<file path="config.mk">
export PLATFORM = sky130hd
export DESIGN_NAME = fetch_ifid_stage_flat
export DESIGN_NICKNAME = d
export VERILOG_FILES = /design/src/rtl/cpu_pkg.sv /design/src/rtl/fetch_ifid_stage_if.sv /design/src/rtl/fetch_skid_buf.sv /design/src/rtl/fetch_ifid_stage.sv /design/src/flat_wrapper.sv
export SDC_FILE = /design/constraint.sdc
export NUM_CORES = 1
export LEC_CHECK = 0
export BUFFER_PORTS_ARGS = -buffer_cell sky130_fd_sc_hd__buf_2
export CAP_MARGIN = 5
export CORE_MARGIN = 4
export CORE_UTILIZATION = 51
export CTS_CLUSTER_SIZE = 14
export DETAILED_ROUTE_END_ITERATION = 10
export PLACE_DENSITY = 0.77
export SYNTH_ARGS = -nofsm -noshare
export SYNTH_HDL_FRONTEND = slang
export SYNTH_SLANG_ARGS = --single-unit
</file>
<file path="constraint.sdc">
create_clock -name clk -period 1.96 [get_ports clk]
set_input_delay 0.49 -clock clk [delete_from_list [all_inputs] [get_ports clk]]
set_output_delay 0.49 -clock clk [all_outputs]
set_load 0.005 [all_outputs]
</file>
<file path="src/rtl/cpu_pkg.sv">
// Shared definitions for the 16-bit pipelined CPU: fetch state encoding,
// bubble encoding and the field widths used by fetch, decode and the hazard unit.
package cpu_pkg;

  localparam int PC_W_DEF    = 16;
  localparam int INSTR_W_DEF = 16;
  localparam int OPCODE_W    = 4;
  localparam int REG_ADDR_W  = 4;

  localparam logic [15:0] NOP_INSTR = 16'h0000;

  typedef enum logic [1:0] {
    FETCH = 2'd0,
    FULL  = 2'd1,
    DRAIN = 2'd2
  } fetch_state_t;

endpackage

</file>
<file path="src/rtl/fetch_ifid_stage_if.sv">
// Ready-handshaked instruction memory port between the fetch stage (master)
// and the instruction memory (slave).
interface fetch_ifid_stage_if #(
  parameter int PC_W    = 16,
  parameter int INSTR_W = 16
);
  logic               imem_req;
  logic [PC_W-1:0]    imem_addr;
  logic               imem_ready;
  logic [INSTR_W-1:0] imem_rdata;

  modport master (output imem_req, imem_addr, input imem_ready, imem_rdata);
  modport slave  (input imem_req, imem_addr, output imem_ready, imem_rdata);
endinterface

</file>
<file path="src/rtl/fetch_skid_buf.sv">
// Single-entry holding register for a word that returned from memory while
// the IF/ID register could not accept it.
module fetch_skid_buf #(
  parameter int PC_W    = 16,
  parameter int INSTR_W = 16
) (
  input  logic               clk,
  input  logic               rst,
  input  logic               load,
  input  logic               drop,
  input  logic [INSTR_W-1:0] load_instr,
  input  logic [PC_W-1:0]    load_pc_plus1,
  output logic               valid,
  output logic [INSTR_W-1:0] instr,
  output logic [PC_W-1:0]    pc_plus1
);

  always_ff @(posedge clk) begin
    if (rst) begin
      valid    <= 1'b0;
      instr    <= '0;
      pc_plus1 <= '0;
    end else if (load) begin
      valid    <= 1'b1;
      instr    <= load_instr;
      pc_plus1 <= load_pc_plus1;
    end else if (drop) begin
      valid    <= 1'b0;
    end
  end

endmodule

</file>
<file path="src/rtl/fetch_ifid_stage.sv">
// Instruction fetch stage with IF/ID pipeline register, PC ownership and
// branch/stall handling.
//
//   state | meaning
//   FETCH | request at pc outstanding; completions go straight to IF/ID
//   FULL  | word parked in skid buffer while decode is stalled; no request
//   DRAIN | wrong-path request still outstanding after a redirect; data dropped
module fetch_ifid_stage
  import cpu_pkg::*;
#(
  parameter int                 PC_W      = PC_W_DEF,
  parameter int                 INSTR_W   = INSTR_W_DEF,
  parameter logic [PC_W-1:0]    RESET_PC  = '0,
  parameter logic [INSTR_W-1:0] NOP_INSTR = INSTR_W'(cpu_pkg::NOP_INSTR)
) (
  input  logic                clk,
  input  logic                rst,
  input  logic                pc_stall,
  input  logic                ifid_stall,
  input  logic                br_taken,
  input  logic [PC_W-1:0]     br_target,
  fetch_ifid_stage_if.master  imem,
  output logic [INSTR_W-1:0]  d_instr,
  output logic [PC_W-1:0]     d_pc_plus1,
  output logic                d_valid
);

  localparam logic [PC_W-1:0] PC_ONE = PC_W'(1);

  fetch_state_t       state;
  logic [PC_W-1:0]    pc;
  logic [PC_W-1:0]    req_addr;
  logic               done;
  logic               stall_any;
  logic               skid_load;
  logic               skid_drop;
  logic               skid_valid;
  logic [INSTR_W-1:0] skid_instr;
  logic [PC_W-1:0]    skid_pc_plus1;

  assign imem.imem_req  = !rst && (state != FULL);
  assign imem.imem_addr = req_addr;
  assign done           = imem.imem_req && imem.imem_ready;
  assign stall_any      = pc_stall || ifid_stall;

  assign skid_load = !rst && (state == FETCH) && done && !br_taken && stall_any;
  assign skid_drop = !rst && (state == FULL) && (br_taken || !stall_any);

  fetch_skid_buf #(
    .PC_W    (PC_W),
    .INSTR_W (INSTR_W)
  ) u_skid (
    .clk           (clk),
    .rst           (rst),
    .load          (skid_load),
    .drop          (skid_drop),
    .load_instr    (imem.imem_rdata),
    .load_pc_plus1 (req_addr + PC_ONE),
    .valid         (skid_valid),
    .instr         (skid_instr),
    .pc_plus1      (skid_pc_plus1)
  );

  always_ff @(posedge clk) begin
    if (rst) begin
      state      <= FETCH;
      pc         <= RESET_PC;
      req_addr   <= RESET_PC;
      d_instr    <= NOP_INSTR;
      d_pc_plus1 <= '0;
      d_valid    <= 1'b0;
    end else begin
      case (state)
        FETCH: begin
          if (br_taken) begin
            pc      <= br_target;
            d_instr <= NOP_INSTR;
            d_valid <= 1'b0;
            // A completing wrong-path word is simply dropped; otherwise wait it out.
            if (done) req_addr <= br_target;
            else      state    <= DRAIN;
          end else if (done) begin
            pc       <= req_addr + PC_ONE;
            req_addr <= req_addr + PC_ONE;
            if (stall_any) begin
              state <= FULL;
            end else begin
              d_instr    <= imem.imem_rdata;
              d_pc_plus1 <= req_addr + PC_ONE;
              d_valid    <= 1'b1;
            end
          end else if (!ifid_stall) begin
            d_instr <= NOP_INSTR;
            d_valid <= 1'b0;
          end
        end
        FULL: begin
          if (br_taken) begin
            state    <= FETCH;
            pc       <= br_target;
            req_addr <= br_target;
            d_instr  <= NOP_INSTR;
            d_valid  <= 1'b0;
          end else if (!stall_any) begin
            state      <= FETCH;
            d_instr    <= skid_instr;
            d_pc_plus1 <= skid_pc_plus1;
            d_valid    <= skid_valid;
          end
        end
        DRAIN: begin
          d_instr <= NOP_INSTR;
          d_valid <= 1'b0;
          if (br_taken) begin
            pc <= br_target;
            if (done) begin
              state    <= FETCH;
              req_addr <= br_target;
            end
          end else if (done) begin
            state    <= FETCH;
            req_addr <= pc;
          end
        end
        default: state <= FETCH;
      endcase
    end
  end

endmodule
</file>
<file path="src/flat_wrapper.sv">
// flat-port wrapper written by rule: the top's interface ports become plain ports
module fetch_ifid_stage_flat import cpu_pkg::*;
#(
  parameter int                 PC_W      = PC_W_DEF,
  parameter int                 INSTR_W   = INSTR_W_DEF,
  parameter logic [PC_W-1:0]    RESET_PC  = '0,
  parameter logic [INSTR_W-1:0] NOP_INSTR = INSTR_W'(cpu_pkg::NOP_INSTR)
)
  (clk, rst, pc_stall, ifid_stall, br_taken, br_target, d_instr, d_pc_plus1, d_valid, imem_imem_req, imem_imem_addr, imem_imem_ready, imem_imem_rdata);
  fetch_ifid_stage_if #(.PC_W(PC_W), .INSTR_W(INSTR_W)) imem_i ();
  input  logic clk;
  input  logic rst;
  input  logic pc_stall;
  input  logic ifid_stall;
  input  logic br_taken;
  input  logic [PC_W-1:0] br_target;
  output logic [INSTR_W-1:0] d_instr;
  output logic [PC_W-1:0] d_pc_plus1;
  output logic d_valid;
  output wire logic [$bits(imem_i.imem_req)-1:0] imem_imem_req;
  output wire logic [$bits(imem_i.imem_addr)-1:0] imem_imem_addr;
  input wire logic [$bits(imem_i.imem_ready)-1:0] imem_imem_ready;
  input wire logic [$bits(imem_i.imem_rdata)-1:0] imem_imem_rdata;
  assign imem_imem_req = imem_i.imem_req;
  assign imem_imem_addr = imem_i.imem_addr;
  assign imem_i.imem_ready = imem_imem_ready;
  assign imem_i.imem_rdata = imem_imem_rdata;
  fetch_ifid_stage #(.PC_W(PC_W), .INSTR_W(INSTR_W), .RESET_PC(RESET_PC), .NOP_INSTR(NOP_INSTR)) u_core (.clk(clk), .rst(rst), .pc_stall(pc_stall), .ifid_stall(ifid_stall), .br_taken(br_taken), .br_target(br_target), .imem(imem_i), .d_instr(d_instr), .d_pc_plus1(d_pc_plus1), .d_valid(d_valid));
endmodule
</file>
==> impl_metrics.yaml <==
global_routing:
  overflow: 0
  grt_max_degree: 46
  grt_pass1_wl_um: 24210
  grt_antenna_before_repair: 0
  grt_pass1_vias: 4956
  grt_util_all_layers: 0.2589
placed_design:
  post-dp-hpwl_um: 10630
  place_congestion: 0.9276
  placed_cell_area_sq_mm: 0.006013
  io_buffers: 87
run:
  cap_violations: 0
min_path:
  hold_class: "in -> reg"
  worstHoldStart: "imem_imem_rdata[3]"
die:
  start_util: 0.5329
  io_pins: 88
  fp.dieH_um: 107.2
  core.rowCount: 35
  core-area_sq_mm: 0.009415
  die_w_um: 107.2
  fp.dieArea_sq_mm: 0.01149
synth:
  synth_top_cell_by_area: "dfxtp_1"
  ys_seq_area_frac: 0.3990
  yosys_warnings: 0
  async_reset_ff_frac: 0
  synth_edf_count: 0
  ys_seq_elements: 100
  syn_avg_cell_area_sq_um: 7.767
  netlist_instances: 646
  synth_fp_nets: 689
  synth.top_cell.area_share: 0.3990
  syn_area_sq_mm: 0.005017
  synth-main-ff-cell: "dfxtp_1"
  synth.area.top_cells: "dfxtp_1 (40%), nand2_1 (7.7%), a21oi_1 (7.7%), nor2_1 (6.3%), o21ai_0 (3.3%)"
  ys_types: 50
route:
  drtPass1Iterations: 5
  drtIter0Drc: 429
  postRouteAntennaNets: 0
  via_count: 5395
  wl_per_cell_um: 17.70
  drt-vias-per-instance: 5.981
  drt_wl_total_um: 15970
  drc: 0
cells_and_area:
  stdcell_area_sq_mm: 0.006694
  antenna_cells: 0
  mostFrequentLayoutCells: "dfxtp_1 (98), buf_2 (87), nand2_1 (85)"
  areaGrowthSynthToFinish_pct: 33.42
  drive_above_1_share: 0.3454
  n_fill_cell: 731
  layout_commonest_cell: "dfxtp_1"
  final_util: 0.7110
  fin_nets: 811
worst_setup_path:
  arrival_ps: 2220
  worstPathRequired_ps: 2190
  setup.worst_path.end_class: "flop"
  cpMaxStageDelayCell: "or3_4"
  start_kind: "flop"
  crit_type: "reg -> reg"
  r2r_cells: 7
  crit_end: "u_core.u_skid.instr[11]"
  r2r_slack_ps: -40
  reg2reg_to: "u_core.u_skid.instr[11]"
  critPathLaunch: "u_core.state[1]"
  cp_cell_sequence: "inv_2 > ha_4 > or3b_4 > or3_4 > buf_12 > nand2_4 > a21oi_2"
  path_max_fanout: 8
  r2r-start: "u_core.state[1]"
  slowest_delay_ps: 480
sta:
  fin_skew_ps: 14.96
  worst_pin_slew_ps: 591.9
  fmax_mhz: 501.2
  rsz0062_at_grt: "true"
  post-route-period-util: 1.018
  hold_viol_final: 0
  period_needed_ps: 1995
  fin_ws_ps: -35.36
  slew_headroom: 0.6054
  maxSlewViolCount: 0
  setup_viol: 13
power:
  powerDensity_mw_per_mm2: 719.0
  p_leak_nw: 2.597
  ir_drop_uv: 423.1
outcome:
  status: "complete, but fails checks"
  violations: "setup timing"
clock_network:
  clk_path_buf_depth: 2
  path_clk_slew_ps: 110
  htreeDepth: 3
  clock-root-buffer: "clkbuf_8"
  insertion_delay_ps: 370
  cts_tree: "built"
  cts_buffers: 9
  cts.sinks: 100
==> cell type report <==
cell class	count	area (sq um)	share of cell area
timing repair buffer	164	1172	0.1751
inverter	6	22.52	0.003364
multi-input combinational	487	3139	0.4690
clock buffer	10	137.6	0.02056
tap	129	161.4	0.02411
clock inverter	6	56.30	0.008411
sequential	100	2004	0.2994
==> through the flow <==
step	setup TNS (ps)	worst slack, ps	std cells	power [W]	hold WS (ps)
after floorplan	0	8.871	646	0.002914	431.6
after global placement	-935.8	-105.1	876	0.003347	437.8
after detailed placement	-3279	-158.8	876	0.003385	443.9
after CTS	-63.59	-42.08	892	0.004688	354.7
after global routing	-1519	-108.6	902	0.005038	362.5
final	-186.2	-35.36	902	0.004813	363.8
==> report_power, final <==
part / total, W / internal, W / switching [W]
Sequential: 0.00226 / 0.00217 / 0.0000919
Clock: 0.00131 / 0.000522 / 0.000791
Combinational: 0.00124 / 0.000532 / 0.000711
==> synth_stat cells (7+ instances only) <==
cell type and number:
a21oi_1 77, xor2_1 7, buf_2 14, a211oi_1 21, nor2_1 84, nand2_1 103, a211oi_2 10, mux2i_1 8
o21ai_0 33, nand2b_1 17, a22oi_1 19, dfxtp_1 100, clkbuf_1 35, o211ai_1 14, nor3_1 9, a22o_1 9
==> registers in the layout, summed over array words and instances, names as in the netlist <==
register and cells:
u_core.u_skid.instr 16, u_core.u_skid.valid 1, u_core.state 2, u_core.imem.imem_addr 16, u_core.d_valid 1, u_core.pc 16
u_core.u_skid.pc_plus1 16, u_core.d_instr 16, u_core.d_pc_plus1 16
==> metal layers <==
layer	vias up	global-route usage	wire length, um
met2	242	0.4316	7811
met4	0	0.07945	299
li1	2540	-	-
met5	-	0	0
met3	43	0.04214	1121
met1	2570	0.3431	6735
==> worst min path at each step <==
stage	end	cells past startpoint
5_1_grt	u_core.u_skid.instr[0]	3
6_report	u_core.u_skid.instr[3]	3
2_1_floorplan	u_core.pc[5]	2
3_5_place_dp	u_core.d_pc_plus1[8]	2
4_1_cts	u_core.u_skid.instr[3]	3
3_3_place_gp	u_core.d_pc_plus1[2]	2
==> timing repair <==
| item | in CTS | in global routing |
|---|---|---|
| hold buffers | 0 | 0 |
| endpoints found under the setup margin | 38 | 85 |
| gates cloned | 0 | 1 |
| pin swaps | 0 | 41 |
| buffers inserted | 0 | 9 |
| gates resized for setup | 9 | 99 |
==> worst max-delay path: cells and delay by family, from the launching register on <==
| kind | cells | cell delay, ps |
|---|---|---|
| buffers and inverters | 2 | 260 |
| and+or+nand+nor | 3 | 1010 |
| AOI/OAI and AO/OA | 1 | 60 |
| adders and majority gates | 1 | 180 |
| DFF | 1 | 360 |
==> cell families after synthesis <==
kind of cell               after synthesis  synth area share
xor gates and xnor gates                13           0.02269
muxes                                    9           0.01820
DFF                                    100            0.3990
buffers and inverters                   59           0.04838
and+or+nand+nor                        247            0.2185
AOI/OAI and AO/OA                      213            0.2808
adders and majority gates                5           0.01247
(Power assumes the default switching activity.)
